## config.mk

```make
export PLATFORM = sky130hd
export DESIGN_NAME = perceptron_trainer
export DESIGN_NICKNAME = d
export VERILOG_FILES = /design/src/rtl/perceptron_trainer.sv
export SDC_FILE = /design/constraint.sdc
export NUM_CORES = 1
export LEC_CHECK = 0
export BUFFER_PORTS_ARGS = -buffer_cell sky130_fd_sc_hd__buf_4
export CORE_ASPECT_RATIO = 1.5
export CORE_MARGIN = 2
export CORE_UTILIZATION = 56
export DETAILED_ROUTE_END_ITERATION = 8
export MAX_ROUTING_LAYER = met4
export PLACE_DENSITY_LB_ADDON = 0.2
export SLEW_MARGIN = 0
export SYNTH_ARGS = -nofsm -noshare
export SYNTH_HDL_FRONTEND = slang
export SYNTH_SLANG_ARGS = --single-unit
```

## constraint.sdc

```tcl
create_clock -name clk -period 5.4 [get_ports clk]
set_input_delay 1.08 -clock clk [delete_from_list [all_inputs] [get_ports clk]]
set_output_delay 1.08 -clock clk [all_outputs]
set_load 0.1 [all_outputs]
```

## src/rtl/perceptron_trainer.sv

```systemverilog
// perceptron_trainer: sequences one perceptron training step (load, settle, eval, weight write).
// Define TRAINER_SATURATE_EN to make weight updates saturate; otherwise they wrap.
module perceptron_trainer #(
  parameter int fp_integer_width = 4,
  parameter int fp_fract_width = 12,
  parameter int settle_cycles = 2,
  localparam int fp_width = fp_integer_width + fp_fract_width
) (
  input  logic                clk,
  input  logic                rst_n,
  input  logic                start,
  input  logic [fp_width-1:0] in1,
  input  logic [fp_width-1:0] in2,
  input  logic                target,
  input  logic [3:0]          rate,
  input  logic [fp_width-1:0] weight1,
  input  logic [fp_width-1:0] weight2,
  input  logic                result,
  input  logic                clear,
  output logic [fp_width-1:0] in1_out,
  output logic [fp_width-1:0] in2_out,
  output logic                input_ld,
  output logic [fp_width-1:0] weight1_new,
  output logic [fp_width-1:0] weight2_new,
  output logic                weight_ld,
  output logic                busy,
  output logic                done,
  output logic                error,
  output logic [15:0]         err_count
);
  typedef enum logic [2:0] {IDLE, LOAD, SETTLE, EVAL, WRITE, DONE} state_t;
  state_t state_q, state_d;
  logic [fp_width-1:0] in1_q, in1_d, in2_q, in2_d, w1_q, w1_d, w2_q, w2_d;
  logic [3:0] rate_q, rate_d, cnt_q, cnt_d;
  logic tgt_q, tgt_d, err_q, err_d;
  logic [15:0] ec_q, ec_d;

  function automatic logic [fp_width-1:0] upd(input logic [fp_width-1:0] w, x,
                                              input logic [3:0] r, input logic t);
`ifdef TRAINER_SATURATE_EN
    // one guard bit so the negated shift and the sum never lose their sign
    logic signed [fp_width:0] sh, sum;
    sh = $signed({x[fp_width-1], x}) >>> r;
    sum = $signed({w[fp_width-1], w}) + (t ? sh : -sh);
    return (sum[fp_width] != sum[fp_width-1])
      ? (sum[fp_width] ? {1'b1, {(fp_width-1){1'b0}}} : {1'b0, {(fp_width-1){1'b1}}})
      : sum[fp_width-1:0];
`else
    logic signed [fp_width-1:0] sh;
    sh = $signed(x) >>> r;
    return w + (t ? sh : -sh);
`endif
  endfunction

  always_comb begin
    state_d = state_q;
    in1_d = in1_q;
    in2_d = in2_q;
    rate_d = rate_q;
    tgt_d = tgt_q;
    cnt_d = cnt_q;
    err_d = err_q;
    w1_d = w1_q;
    w2_d = w2_q;
    ec_d = ec_q;
    case (state_q)
      IDLE: if (start) begin
        in1_d = in1;
        in2_d = in2;
        rate_d = rate;
        tgt_d = target;
        state_d = LOAD;
      end
      LOAD: state_d = SETTLE;
      SETTLE: begin
        cnt_d = (cnt_q == 4'(settle_cycles - 1)) ? 4'd0 : cnt_q + 4'd1;
        state_d = (cnt_q == 4'(settle_cycles - 1)) ? EVAL : SETTLE;
      end
      EVAL: begin
        err_d = result != tgt_q;
        w1_d = err_d ? upd(weight1, in1_q, rate_q, tgt_q) : weight1;
        w2_d = err_d ? upd(weight2, in2_q, rate_q, tgt_q) : weight2;
        ec_d = (err_d && ec_q != 16'hFFFF) ? ec_q + 16'd1 : ec_q;
        state_d = WRITE;
      end
      WRITE: state_d = DONE;
      default: state_d = IDLE;
    endcase
    if (clear) ec_d = '0;
  end

  always_ff @(posedge clk or negedge rst_n) begin
    if (!rst_n) begin
      state_q <= IDLE;
      in1_q <= '0;
      in2_q <= '0;
      rate_q <= '0;
      tgt_q <= 1'b0;
      cnt_q <= '0;
      err_q <= 1'b0;
      w1_q <= '0;
      w2_q <= '0;
      ec_q <= '0;
    end else begin
      state_q <= state_d;
      in1_q <= in1_d;
      in2_q <= in2_d;
      rate_q <= rate_d;
      tgt_q <= tgt_d;
      cnt_q <= cnt_d;
      err_q <= err_d;
      w1_q <= w1_d;
      w2_q <= w2_d;
      ec_q <= ec_d;
    end
  end

  assign in1_out = in1_q;
  assign in2_out = in2_q;
  assign input_ld = state_q == LOAD;
  assign weight_ld = state_q == WRITE && err_q;
  assign busy = state_q != IDLE;
  assign done = state_q == DONE;
  assign error = err_q;
  assign err_count = ec_q;
  assign weight1_new = w1_q;
  assign weight2_new = w2_q;
endmodule

```

After elaboration in Yosys (flattened, before gate mapping)
Cells that the tools add are included.

storage, ports and cells
  flip-flop bits (word level) = 93
  input bits = 74
  output and inout port bits = 85
  word-level logic and storage cells = 46

operators by class
  $add $sub $neg = 6
  equal/unequal tests = 9
  shift operators = 2
  mux-type cells = 11
  reduce and logical (&&, ||, !) cells = 8

operator list
  cell                                                             count
  16-bit two-way mux                                               7
  16-bit adder                                                     2
  16-bit negation                                                  2
  16-bit by 4-bit >>> shifter with 16-bit output                   2
  16-bit by 1-bit adder with 16-bit output, second input constant  1
  16-bit inequality test, second input constant                    1
  3-bit case mux with 5 select lines                               1
  3-bit by 2-bit == test with 1-bit output, second input constant  2
  3-bit == test, second input constant                             2
  4-bit by 1-bit adder with 4-bit output, second input constant    1
  4-bit by 1-bit == test with 1-bit output, second input constant  1
  4-bit two-way mux                                                1
  2-bit AND reduction                                              2
  2-bit nonzero test                                               2
  3-bit by 1-bit == test with 1-bit output, second input constant  1
  3-bit logical NOT                                                1
  3-bit two-way mux                                                1
  3-bit nonzero test                                               1
  1-bit logical AND                                                2
  2-bit inequality test, second input constant                     1
  1-bit two-way mux                                                1
  1-bit inequality test                                            1

Depth between registers and ports, before layout
  depth in word-level cells = 5
  gate-level depth with buffers = 21
  gate-level depth less buffers = 18

Worst setup path after synthesis
Ideal clock, no wire load.

  path type = register to output
  start = reg err_q (netlist: error)
  end = out weight_ld
  arrival = 3858 ps
  data required time = 4320 ps
  path slack = 462 ps
  cell stages (with the launch flop) = 2
  path buffers = 0
  path through = dfrtp_1 nor4bb_1

between the ends
  word-level cells in the longest chain between the ends = 1

RTL lines
  what                    line  RTL
  from (decl)             35    logic tgt_q, tgt_d, err_q, err_d;
  from (signal assigned)  111   err_q <= err_d;
  1-bit logical AND       121   assign weight_ld = state_q == WRITE && err_q;
  to (decl)               25    output logic weight_ld,

Every way passes these cells.

Worst setup path in the final report
  start = reg rate_q[0]
  end = reg w1_q[15] (netlist: weight1_new[15])

between the ends
  word-level cells in the longest chain between the ends = 5

RTL lines
  what                                              line  RTL
  from (decl)                                       34    logic [3:0] rate_q, rate_d, cnt_q, cnt_d;
  from (signal assigned)                            108   rate_q <= rate_d;
  16-bit by 4-bit >>> shifter with 16-bit output *  50    sh = $signed(x) >>> r;
  16-bit negation                                   51    return w + (t ? sh : -sh);
  16-bit two-way mux *                              51
  16-bit adder *                                    51
  16-bit two-way mux *                              81    w1_d = err_d ? upd(weight1, in1_q, rate_q, tgt_q) : weight1;
  to (signal assigned)                              112   w1_q <= w1_d;
  to (decl)                                         33    logic [fp_width-1:0] in1_q, in1_d, in2_q, in2_d, w1_q, w1_d, w2_q, w2_d;

Mark *: on every way between the ends. The rest lies on a longest branch, timed or not.
A chain may end at the register's enable or synchronous reset.

==> metrics <==
die area 14400 um2; Worst setup EP type register; post-synthesis async set-or-reset flop share 1.00; Die W 98.6 um; top_reg_cell synth dfrtp_1; dpl hpwl 14.8 mm; Crit Path Class reg2reg; run status complete, no violations; Global Route Usage Sum 0.275; Worst-Margin Slew 1.09 ns; clk sinks 93; Yosys top cell by area dfrtp_1; post-route antenna net violation count 0; Rel. slew slack 0.271; Synth Area per Inst 9.33 um2; Final Hold Vio Count 0; Initial Utilization 0.575; skew final 0.00866 ns; port bufs 158; Multi-input gate area 4940 um2; Final #Nets 1063; Synth Register Bits 93; Layout area overhead 21.0%; number of synthesized flops with an enable pin 0; reg-to-reg endpoint weight1_new[15]$_DFFE_PN0P_; core area 13100 um2; Setup crit start rate_q[0]$_DFFE_PN0P_; Final min period 4.96 ns; later-pin clock latency in the skew report 0.34 ns; area taken by flip-flops and latches 2330 um2; crit-path max FO 15; RSZ-0062 raised after global routing no; Final Util 0.696; Top-Level Pins 159; post-synthesis sequential area ratio 0.309; DR pass1 iterations 7; path type of the worst min-delay path reg2reg; Critical R2R Launch rate_q[0]$_DFFE_PN0P_; Synth Area in Adders 0.0735; proportion of synthesized area in mux cells 0.157; pin count of the biggest net entering global routing 51; synthesized instance count 806; # setup viols final 0; most common cell after layout, fill and taps aside buf_4; GPL Wtd Cong 0.910; Worst EP required 5.67 ns; final setup TNS 0 ns; Via Count 6614; CTS tree yes; share of the synthesized area in the top cell type 0.309; root cell of the clock tree clkbuf_16; Hold Path Origin weight1_new[6]$_DFFE_PN0P_; startpoint types register; CP endpoint weight1_new[15]$_DFFE_PN0P_; # H-tree levels 3; Synth Area in Compound Gates 0.183; Max Clk Rate 202 MHz; Worst-path clk slew 0.07 ns; Synth area leaders dfrtp_1 (31%), ha_1 (6.8%), mux2_2 (5.5%), a21oi_1 (5.1%), mux4_1 (4.9%); Die Ht 146 um; R2R setup slack 0.44 ns; Clock Path Buffers 2; initial antenna violation count 0; drt total wl 19.1 mm; layout cells sized above 1 0.266; Final Max Slew Viols 0; Synth Area in Simple Gates 0.163; first-pass GRT wire length 31.9 mm; drt initial violations 313; Fillers 1060; XOR/XNOR share of the synthesized area 0.0792; Yosys warning count 0; Inserted Diodes 0; # rows 51; Period Utilization, post-route 0.918; Via density 5.96; WL per Instance 17.2 um; gr ovfl total 0; postcts setup bufs 0; syn_nets 923; commonest cells after routing, fill and taps aside buf_4 (171), dfrtp_1 (92), nor2_1 (81); number of remaining DRC errors 0; R2R depth 17; vias in the first global route 6574; CTS buffer count 9; Post-Syn Area 7520 um2; main combinational cell family by area after synthesis compound AO/OA/AOI/OAI gates; cts hold-fix bufs 0; max-capacitance violation count 0; WP data arrival 5.22 ns; count of cell types in the netlist 73
## worst min-delay path by stage
stage	end	slack, ns	cells past startpoint
2_1_floorplan	cnt_q[0]$_DFFE_PN0P_	0.46	1
3_3_place_gp	weight2_new[8]$_DFFE_PN0P_	0.46	2
3_5_place_dp	weight1_new[6]$_DFFE_PN0P_	0.47	2
4_1_cts	weight1_new[6]$_DFFE_PN0P_	0.49	2
5_1_grt	cnt_q[3]$_DFFE_PN0P_	0.52	1
6_report	weight1_new[6]$_DFFE_PN0P_	0.48	2
## critical path, stage by stage (launching register included)
cell       delay, ns
dfrtp_1         0.59
buf_4           0.32
mux4_1          0.65
a22oi_1         0.21
o21a_1          0.20
and2_1          0.19
nor4b_4         0.35
a21oi_1         0.13
xor2_1          0.19
ha_1            0.40
and3_1          0.23
and3_1          0.17
nand3_1         0.11
a21oi_1         0.16
a2bb2oi_1       0.25
nor3_1          0.09
or4_1           0.47
a31oi_1         0.16
## flip-flops by register name (all words and copies together), names as in the netlist
signal	flops
cnt_q	4
err_count	16
error	1
in1_out	16
in2_out	16
rate_q	4
state_q	3
tgt_q	1
weight1_new	16
weight2_new	16
## cell usage after synthesis, drive strengths merged, types with 11 or more instances
library cell and instances:
dfrtp 93, nor2 82, a21oi 77, nand2 77, o21ai 52, ha 41
xnor2 39, mux2 37, xor2 29, mux4 28, clkbuf 27, nand3 21
a31oi 17, buf 15, inv 15, nor3 13, a22oi 11
## area by class of cell
cell class                      count  share of cell area
Multi-Input combinational cell    656               0.543
Sequential cell                    93               0.256
Timing Repair Buffer              171               0.141
Clock buffer                       10              0.0252
Tap cell                          159              0.0219
Clock inverter                      5             0.00674
Inverter                           15             0.00619
## routing by layer
metal / vias up / track usage / share of wire / routed length (um)
li1: 3244 / - / - / -
met3: 30 / 0.0336 / 0.050 / 951
met4: 0 / 0.0808 / 0.018 / 349
met1: 3129 / 0.341 / 0.42 / 7940
met2: 211 / 0.471 / 0.52 / 9820
met5: - / - / 0 / 0
## cell families after synthesis
family,count (synthesis)
AND/OR/NAND/NOR,254
multiplexers,73
buffers and inverters,57
AO/OA/AOI/OAI,218
adder cells (fa/ha/maj),43
flip-flops,93
XOR/XNOR,68
## per-stage QoR
stage | cells | area (um2) | hold slack [ns] | setup slack (ns)
final | 1109 | 9100 | 0.479 | 0.444
after global routing | 1109 | 9100 | 0.521 | 0.0575
after CTS | 1109 | 9100 | 0.485 | 0.326
after detailed placement | 1094 | 8810 | 0.471 | 0.334
after global placement | 1094 | 8810 | 0.464 | 0.402
after floorplan | 806 | 7520 | 0.459 | 0.462
## what timing repair did
item,in CTS,in global routing
resized for setup,0,1
hold endpoints to repair,0,0
endpoints found under the setup margin,0,2
Power is left out: the tool's default activity adds up to more than one toggle a clock period on the data nets, which glitch-free logic cannot reach.
